**src/rtl/cache_arb_pkg.sv**
```systemverilog
// Shared types, widths and the round-robin pick function for the cache port arbiter.
//   BUS_W / BE_W : cache data/address width and byte-enable width
//   MAX_REQ      : largest supported requester count (rr_pick operates on this width)
//   arb_state_t  : lock state of the arbiter
//   rr_pick      : first set request at or after ptr, wrapping modulo n
package cache_arb_pkg;

  localparam int unsigned BUS_W     = 32;
  localparam int unsigned BE_W      = 4;
  localparam int unsigned MAX_REQ   = 8;
  localparam int unsigned REQ_IDX_W = 3;

  typedef enum logic [0:0] {
    ARB_IDLE     = 1'b0,
    ARB_WAIT_GNT = 1'b1
  } arb_state_t;

  // Returns ptr when no request is set; callers gate the result with "any request".
  function automatic logic [REQ_IDX_W-1:0] rr_pick(
    input logic [MAX_REQ-1:0]   req,
    input logic [REQ_IDX_W-1:0] ptr,
    input int unsigned          n
  );
    logic [REQ_IDX_W-1:0] pick;
    logic                 found;
    logic [31:0]          idx;
    pick  = ptr;
    found = 1'b0;
    for (int unsigned i = 0; i < MAX_REQ; i++) begin
      idx = (32'(ptr) + i) % n;
      if (!found && (i < n) && req[idx[REQ_IDX_W-1:0]]) begin
        pick  = idx[REQ_IDX_W-1:0];
        found = 1'b1;
      end
    end
    return pick;
  endfunction

endpackage

```
**src/rtl/cache_port_arbiter_if.sv**
```systemverilog
// Requester-side and cache-side signals of the cache port arbiter.
//   master : environment view (requesters and cache drive their inputs, observe arbiter outputs)
//   slave  : arbiter view
// Requester k occupies bits [32k+31:32k] of addr_i/wdata_i and [4k+3:4k] of be_i.
interface cache_port_arbiter_if
  import cache_arb_pkg::*;
#(
  parameter int unsigned NUM_REQ = 2
) ();

  logic [NUM_REQ-1:0]       req_i;
  logic [NUM_REQ*BUS_W-1:0] addr_i;
  logic [NUM_REQ*BUS_W-1:0] wdata_i;
  logic [NUM_REQ-1:0]       we_i;
  logic [NUM_REQ*BE_W-1:0]  be_i;
  logic [NUM_REQ-1:0]       gnt_o;
  logic [NUM_REQ-1:0]       rvalid_o;
  logic [BUS_W-1:0]         rdata_o;

  logic                     cache_req_o;
  logic [BUS_W-1:0]         cache_addr_o;
  logic [BUS_W-1:0]         cache_wdata_o;
  logic                     cache_we_o;
  logic [BE_W-1:0]          cache_be_o;
  logic                     cache_gnt_i;
  logic                     cache_rvalid_i;
  logic [BUS_W-1:0]         cache_rdata_i;

  logic                     busy_o;
  logic                     proto_err_o;

  modport master (
    output req_i, addr_i, wdata_i, we_i, be_i,
    input  gnt_o, rvalid_o, rdata_o,
    input  cache_req_o, cache_addr_o, cache_wdata_o, cache_we_o, cache_be_o,
    output cache_gnt_i, cache_rvalid_i, cache_rdata_i,
    input  busy_o, proto_err_o
  );

  modport slave (
    input  req_i, addr_i, wdata_i, we_i, be_i,
    output gnt_o, rvalid_o, rdata_o,
    output cache_req_o, cache_addr_o, cache_wdata_o, cache_we_o, cache_be_o,
    input  cache_gnt_i, cache_rvalid_i, cache_rdata_i,
    output busy_o, proto_err_o
  );

endinterface

```
**src/rtl/arb_id_fifo.sv**
```systemverilog
// In-order FIFO of granted requester indices awaiting their response.
//   clk, reset : clock, asynchronous active-high reset (empties the FIFO)
//   push, din  : write din when not full
//   pop, dout  : dout is the head entry; pop removes it when not empty
//   full/empty : occupancy flags
module arb_id_fifo #(
  parameter int unsigned WIDTH = 3,
  parameter int unsigned DEPTH = 2
) (
  input  logic             clk,
  input  logic             reset,
  input  logic             push,
  input  logic             pop,
  input  logic [WIDTH-1:0] din,
  output logic [WIDTH-1:0] dout,
  output logic             full,
  output logic             empty
);

  localparam int unsigned AW = (DEPTH > 1) ? $clog2(DEPTH) : 1;

  logic [WIDTH-1:0] mem [DEPTH];
  logic [AW-1:0]    wr_ptr;
  logic [AW-1:0]    rd_ptr;
  logic [AW:0]      count;
  logic             do_push;
  logic             do_pop;

  assign do_push = push & ~full;
  assign do_pop  = pop & ~empty;
  assign full    = (count == (AW+1)'(DEPTH));
  assign empty   = (count == '0);
  assign dout    = mem[rd_ptr];

  // Storage carries no reset; empty gates every use of dout.
  always_ff @(posedge clk) begin
    if (do_push) begin
      mem[wr_ptr] <= din;
    end
  end

  // Pointers and occupancy.
  always_ff @(posedge clk or posedge reset) begin
    if (reset) begin
      wr_ptr <= '0;
      rd_ptr <= '0;
      count  <= '0;
    end else begin
      if (do_push) begin
        wr_ptr <= (wr_ptr == AW'(DEPTH - 1)) ? '0 : wr_ptr + AW'(1);
      end
      if (do_pop) begin
        rd_ptr <= (rd_ptr == AW'(DEPTH - 1)) ? '0 : rd_ptr + AW'(1);
      end
      case ({do_push, do_pop})
        2'b10:   count <= count + (AW+1)'(1);
        2'b01:   count <= count - (AW+1)'(1);
        default: count <= count;
      endcase
    end
  end

endmodule

```
**src/rtl/cache_port_arbiter.sv**
```systemverilog
// Round-robin arbiter sharing one cache port among NUM_REQ requesters, with
// in-order response steering and zero added latency on either path.
//   clk, reset : clock, asynchronous active-high reset
//   bus        : requester request/payload/grant/response and cache port (slave view)
//   busy_o     : at least one granted transaction still awaits its response
//   proto_err_o: sticky; set by a cache response arriving with nothing outstanding
module cache_port_arbiter
  import cache_arb_pkg::*;
#(
  parameter int unsigned NUM_REQ         = 2,
  parameter int unsigned MAX_OUTSTANDING = 2,
  parameter int unsigned IDW             = 3
) (
  input  logic                  clk,
  input  logic                  reset,
  cache_port_arbiter_if.slave   bus
);

  arb_state_t         state;
  logic [IDW-1:0]     locked_idx;
  logic [IDW-1:0]     rr_ptr;
  logic [IDW-1:0]     sel;
  logic [IDW-1:0]     head_idx;
  logic [MAX_REQ-1:0] req_vec;
  logic               lock;
  logic               fifo_full;
  logic               fifo_empty;
  logic               cache_req;
  logic               gnt_c;
  logic               rsp_ok;
  logic               proto_err;

  logic [BUS_W-1:0]   mux_addr;
  logic [BUS_W-1:0]   mux_wdata;
  logic               mux_we;
  logic [BE_W-1:0]    mux_be;
  logic [NUM_REQ-1:0] gnt_vec;
  logic [NUM_REQ-1:0] rvalid_vec;

  assign lock    = (state == ARB_WAIT_GNT);
  assign req_vec = MAX_REQ'(bus.req_i);

  // A waiting request keeps its slot until the cache accepts it.
  assign sel = lock ? locked_idx
                    : IDW'(rr_pick(req_vec, REQ_IDX_W'(rr_ptr), NUM_REQ));

  assign cache_req = ((|bus.req_i) | lock) & ~fifo_full;
  assign gnt_c     = cache_req & bus.cache_gnt_i;
  // A same-cycle response always belongs to the FIFO head, never to this cycle's grant.
  assign rsp_ok    = bus.cache_rvalid_i & ~fifo_empty;

  // Payload mux toward the cache, grant decode and response demux.
  always_comb begin
    mux_addr   = '0;
    mux_wdata  = '0;
    mux_we     = 1'b0;
    mux_be     = '0;
    gnt_vec    = '0;
    rvalid_vec = '0;
    for (int k = 0; k < NUM_REQ; k++) begin
      if (sel == IDW'(k)) begin
        mux_addr   = bus.addr_i[k*BUS_W +: BUS_W];
        mux_wdata  = bus.wdata_i[k*BUS_W +: BUS_W];
        mux_we     = bus.we_i[k];
        mux_be     = bus.be_i[k*BE_W +: BE_W];
        gnt_vec[k] = gnt_c;
      end
      if (head_idx == IDW'(k)) begin
        rvalid_vec[k] = rsp_ok;
      end
    end
  end

  assign bus.cache_req_o   = cache_req;
  assign bus.cache_addr_o  = mux_addr;
  assign bus.cache_wdata_o = mux_wdata;
  assign bus.cache_we_o    = mux_we;
  assign bus.cache_be_o    = mux_be;
  assign bus.gnt_o         = gnt_vec;
  assign bus.rvalid_o      = rvalid_vec;
  assign bus.rdata_o       = bus.cache_rdata_i;
  assign bus.busy_o        = ~fifo_empty;
  assign bus.proto_err_o   = proto_err;

  // Lock FSM, round-robin pointer and sticky protocol error.
  always_ff @(posedge clk or posedge reset) begin
    if (reset) begin
      state      <= ARB_IDLE;
      locked_idx <= '0;
      rr_ptr     <= '0;
      proto_err  <= 1'b0;
    end else begin
      case (state)
        ARB_IDLE: begin
          if (cache_req && !bus.cache_gnt_i) begin
            state      <= ARB_WAIT_GNT;
            locked_idx <= sel;
          end
        end
        ARB_WAIT_GNT: begin
          if (gnt_c) begin
            state <= ARB_IDLE;
          end
        end
        default: state <= ARB_IDLE;
      endcase
      if (gnt_c) begin
        rr_ptr <= (sel == IDW'(NUM_REQ - 1)) ? '0 : sel + IDW'(1);
      end
      if (bus.cache_rvalid_i && fifo_empty) begin
        proto_err <= 1'b1;
      end
    end
  end

  arb_id_fifo #(
    .WIDTH (IDW),
    .DEPTH (MAX_OUTSTANDING)
  ) u_id_fifo (
    .clk   (clk),
    .reset (reset),
    .push  (gnt_c),
    .pop   (rsp_ok),
    .din   (sel),
    .dout  (head_idx),
    .full  (fifo_full),
    .empty (fifo_empty)
  );

endmodule
```
**src/flat_wrapper.sv**
```systemverilog
// flat-port wrapper written by rule: the top's interface ports become plain ports
module cache_port_arbiter_flat import cache_arb_pkg::*;
#(
  parameter int unsigned NUM_REQ         = 2,
  parameter int unsigned MAX_OUTSTANDING = 2,
  parameter int unsigned IDW             = 3
)
  (clk, reset, bus_req_i, bus_addr_i, bus_wdata_i, bus_we_i, bus_be_i, bus_gnt_o, bus_rvalid_o, bus_rdata_o, bus_cache_req_o, bus_cache_addr_o, bus_cache_wdata_o, bus_cache_we_o, bus_cache_be_o, bus_cache_gnt_i, bus_cache_rvalid_i, bus_cache_rdata_i, bus_busy_o, bus_proto_err_o);
  cache_port_arbiter_if #(.NUM_REQ(NUM_REQ)) bus_i ();
  input  logic clk;
  input  logic reset;
  input wire logic [$bits(bus_i.req_i)-1:0] bus_req_i;
  input wire logic [$bits(bus_i.addr_i)-1:0] bus_addr_i;
  input wire logic [$bits(bus_i.wdata_i)-1:0] bus_wdata_i;
  input wire logic [$bits(bus_i.we_i)-1:0] bus_we_i;
  input wire logic [$bits(bus_i.be_i)-1:0] bus_be_i;
  output wire logic [$bits(bus_i.gnt_o)-1:0] bus_gnt_o;
  output wire logic [$bits(bus_i.rvalid_o)-1:0] bus_rvalid_o;
  output wire logic [$bits(bus_i.rdata_o)-1:0] bus_rdata_o;
  output wire logic [$bits(bus_i.cache_req_o)-1:0] bus_cache_req_o;
  output wire logic [$bits(bus_i.cache_addr_o)-1:0] bus_cache_addr_o;
  output wire logic [$bits(bus_i.cache_wdata_o)-1:0] bus_cache_wdata_o;
  output wire logic [$bits(bus_i.cache_we_o)-1:0] bus_cache_we_o;
  output wire logic [$bits(bus_i.cache_be_o)-1:0] bus_cache_be_o;
  input wire logic [$bits(bus_i.cache_gnt_i)-1:0] bus_cache_gnt_i;
  input wire logic [$bits(bus_i.cache_rvalid_i)-1:0] bus_cache_rvalid_i;
  input wire logic [$bits(bus_i.cache_rdata_i)-1:0] bus_cache_rdata_i;
  output wire logic [$bits(bus_i.busy_o)-1:0] bus_busy_o;
  output wire logic [$bits(bus_i.proto_err_o)-1:0] bus_proto_err_o;
  assign bus_i.req_i = bus_req_i;
  assign bus_i.addr_i = bus_addr_i;
  assign bus_i.wdata_i = bus_wdata_i;
  assign bus_i.we_i = bus_we_i;
  assign bus_i.be_i = bus_be_i;
  assign bus_gnt_o = bus_i.gnt_o;
  assign bus_rvalid_o = bus_i.rvalid_o;
  assign bus_rdata_o = bus_i.rdata_o;
  assign bus_cache_req_o = bus_i.cache_req_o;
  assign bus_cache_addr_o = bus_i.cache_addr_o;
  assign bus_cache_wdata_o = bus_i.cache_wdata_o;
  assign bus_cache_we_o = bus_i.cache_we_o;
  assign bus_cache_be_o = bus_i.cache_be_o;
  assign bus_i.cache_gnt_i = bus_cache_gnt_i;
  assign bus_i.cache_rvalid_i = bus_cache_rvalid_i;
  assign bus_i.cache_rdata_i = bus_cache_rdata_i;
  assign bus_busy_o = bus_i.busy_o;
  assign bus_proto_err_o = bus_i.proto_err_o;
  cache_port_arbiter #(.NUM_REQ(NUM_REQ), .MAX_OUTSTANDING(MAX_OUTSTANDING), .IDW(IDW)) u_core (.clk(clk), .reset(reset), .bus(bus_i));
endmodule
```
**config.mk**
```make
export PLATFORM = sky130hd
export DESIGN_NAME = cache_port_arbiter_flat
export DESIGN_NICKNAME = d
export VERILOG_FILES = /design/src/rtl/cache_arb_pkg.sv /design/src/rtl/cache_port_arbiter_if.sv /design/src/rtl/arb_id_fifo.sv /design/src/rtl/cache_port_arbiter.sv /design/src/flat_wrapper.sv
export SDC_FILE = /design/constraint.sdc
export NUM_CORES = 1
export LEC_CHECK = 0
export CAP_MARGIN = 5
export CORE_AREA = 2 2 109 111
export DETAILED_ROUTE_END_ITERATION = 12
export DIE_AREA = 0 0 111 113
export GPL_TIMING_DRIVEN = 0
export SYNTH_ARGS = -nofsm -noshare
export SYNTH_HDL_FRONTEND = slang
export SYNTH_HIERARCHICAL = 1
export SYNTH_SLANG_ARGS = --single-unit
export TNS_END_PERCENT = 20
```
**constraint.sdc**
```tcl
create_clock -name clk -period 2.9 [get_ports clk]
set_input_delay 0.725 -clock clk [delete_from_list [all_inputs] [get_ports clk]]
set_output_delay 0.725 -clock clk [all_outputs]
set_load 0.02 [all_outputs]
```
==> flow_summary.yaml <==
outcome:
  outcome: "finished clean"
final_layout:
  layout-drive-gt1-share_pct: 29.4
  fillers: 1187
  diodes: 0
  fin_area_um2: 5030
  multiInputGateArea_um2: 1360
  regArea_um2: 480
  fin_nets: 784
  syn_to_final_growth_pct: 133
worst_setup_path:
  crit_family: "buffers and inverters"
  cp-end-kind: "output port"
  path_cells: "buf_4 > a21boi_2 > o31a_1 > buf_6 > inv_8 > buf_4 > nand2_1 > a21oi_1 > clkdlybuf4s15_2"
  cp_common_cell: "buf_4"
  path_class: "input port to output port"
  crit_slowest_cell: "clkdlybuf4s15_2"
  crit_required_ps: 2170
  cp_max_fo: 11
  reg2reg_slack_ps: 950
  cp-start-kind: "input port"
  r2r-end: "u_core/u_id_fifo/count[1]$_DFFE_PP0P_"
  worst-r2r-cell-count: 8
  crit_arrival_ps: 2140
  slowest_delay_ps: 280
  crit_buf_inv: 5
synth:
  yosys.area_share.simple_pct: 31.8
  avgSynthCellArea_um2: 6.23
  synth_top_family_by_area: "simple AND/OR/NAND/NOR gates"
  synth_edf_count: 6
  postSynthCellCount: 346
  yosys.area_share.xor_xnor_pct: 2.03
  synthTopCellsByCount: "nand2_1, a21oi_1, buf_4, buf_2, dfrtp_1"
  synth_fa_ha_area_share_pct: 0.580
  synth_area_leaders: "nand2_1, a21oi_1, dfrtp_1"
  ys_seq_elements: 18
  ys_types: 35
  yosysMostFrequentCell: "nand2_1"
  netlist_area_um2: 2160
  synth_compound_area_share_pct: 20.7
  async_flop_share_pct: 66.7
  synthFlopType: "dfrtp_1"
  synthMuxAreaShare_pct: 1.57
  yosys.area.top_type: "nand2_1"
  ys_seq_area_share_pct: 22.3
  yosysTopAreaCellShare_pct: 25.2
  yosysWarnings: 6
  syn_nets: 523
sta:
  grt_setup_unrepaired: "true"
  report.final.hold_viol_count: 0
  timing.final.crit_share_pct: 98.7
  whs_ps: 459
  clock_skew_ps: 2.25
  worstMarginPinSlew_ps: 320
  tns_ps: 0
  fmax_mhz: 349
  finalMaxSlewViolations: 0
  setup_viol: 0
  fin_ws_ps: 36.6
  relSlewSlack_pct: 78.5
  period_needed_ps: 2860
clock_network:
  clkLatencyLatePin_ps: 250
  clk_pin_slew_ps: 50
  cts_tree: "yes"
  clk_path_buf_depth: 2
  htreeDepth: 1
  cts-root-buf: "clkbuf_16"
  cts-buffers-inserted: 3
  cts_hold_buf: 0
  clkSinkCount: 18
flow_run:
  cap_violations: 0
floorplan:
  die-area_um2: 12500
  ioPinCount: 284
  rows: 39
  initial_core_util_pct: 19.1
  dieHeight_um: 113
  die_x_um: 111
  coreArea_um2: 11300
global_routing:
  grt_use_total_pct: 17.9
  grt_max_degree: 12
  grt_pass1_wl_mm: 17.9
  grt_pass1_vias: 3276
  overflow: 0
  antenna_found_initial: 0
routing:
  route.detailed.drc: 0
  wl_per_cell_um: 16.1
  vias_per_cell: 4.38
  firstDrtPassIters: 4
  finalWirelength_mm: 12.1
  drtAntennaViolNets: 0
  vias: 3279
  drtIter0Drc: 106
min_path:
  min_from: "u_core/bus.proto_err_o$_DFFE_PP0P_"
  whs_path_depth: 1
  hp-class: "register to register"
  min_to: "u_core/bus.proto_err_o$_DFFE_PP0P_"
power:
  max-vdd-ir-drop_mv: 0.496
  leakagePower_nw: 2.27
  power_density_nw_per_um2: 946
place:
  globalplace.congestion: 0.854
  dpl-instance-area_um2: 4840
  dp_hpwl_mm: 10.0
  dp_slack_ps: -1240
  io_buffers: 250
-- layout make-up --
| class | count | share of cell area, % |
|---|---|---|
| multi-input cells | 260 | 27.0 |
| well taps | 143 | 3.56 |
| clock buffers | 3 | 1.49 |
| plain buffers | 58 | 9.47 |
| repair buffers | 256 | 48.0 |
| flip-flops and latches | 18 | 9.55 |
| clock inverters | 1 | 0.0746 |
| inverters | 10 | 0.895 |
-- repair_timing --
item                       4_1_cts  5_1_grt
setup buffers                    4        0
pin swaps                        7        8
cloned                           2        0
resized for setup              330      105
setup endpoints to repair       73       68
-- registers in the layout, indices dropped and copies added (netlist names), named ones only --
register	cells
u_core/bus.proto_err_o	1
u_core/locked_idx	3
u_core/rr_ptr	3
u_core/u_id_fifo/count	2
u_core/u_id_fifo/mem	6
u_core/u_id_fifo/rd_ptr	1
u_core/u_id_fifo/wr_ptr	1
-- routing by layer --
layer	vias up	part of all wire (%)	wire length, µm	GRT usage [%]
li1	1611	-	-	-
met1	1489	42	5130	22.9
met2	169	47	5670	30.0
met3	10	9.5	1150	6.37
met4	0	1.1	132	2.42
met5	-	0	0	0
-- how the worst max path moves through the flow --
stage                                      end  slack [ps]  cells after the start          from
after floorplan            bus_cache_addr_o[0]         110                      9  bus_req_i[1]
after global placement    bus_cache_addr_o[29]       -1170                      8  bus_req_i[0]
after detailed placement  bus_cache_addr_o[29]       -1240                      8  bus_req_i[0]
after CTS                         bus_gnt_o[1]          -1                      8  bus_req_i[0]
after global routing      bus_cache_wdata_o[9]         -40                     10  bus_req_i[0]
final                        bus_cache_be_o[1]          40                      9  bus_req_i[0]
-- per-stage QoR --
step / util [%] / power [W] / cells
3_3_place_gp: 42.9 / 0.00429 / 739
2_1_floorplan: - / 0.00253 / 346
5_1_grt: 44.6 / 0.00510 / 749
6_report: 44.6 / 0.00476 / 749
3_5_place_dp: 42.9 / 0.00431 / 739
4_1_cts: 42.7 / 0.00448 / 749
-- cell usage in the layout, fill, tap and decap left out, types with 2 or more instances in the layout --
cell type / n
clkdlybuf4s50_1: 176
nand2_1: 145
buf_4: 88
a21oi_1: 40
a21oi_2: 32
buf_6: 17
buf_2: 16
dfrtp_1: 12
inv_1: 9
clkbuf_4: 8
nor2_1: 6
edfxtp_1: 6
clkbuf_16: 3
nor3_1: 3
xnor2_1: 3
mux2_1: 3
buf_16: 2
dlygate4sd2_1: 2
or3_1: 2
nor4b_1: 2
nor2b_1: 2
nand2b_1: 2
buf_8: 2
xor2_1: 2
-- where the power goes --
part	switching [W]	leakage, nW	internal [W]
sequential	0.0000537	0.201	0.000357
combinational	0.00227	2.03	0.00181
clock	0.0000874	0.0385	0.000183
total	0.00241	2.27	0.00235
-- kinds of logic after synthesis --
kind of cell               after synthesis
xor gates and xnor gates                 5
buffers and inverters                   68
adders and majority gates                1
AOI/OAI and AO/OA                       81
muxes                                    3
DFF                                     18
and+or+nand+nor                        170
No activity file was read; power rests on OpenSTA's default activity.
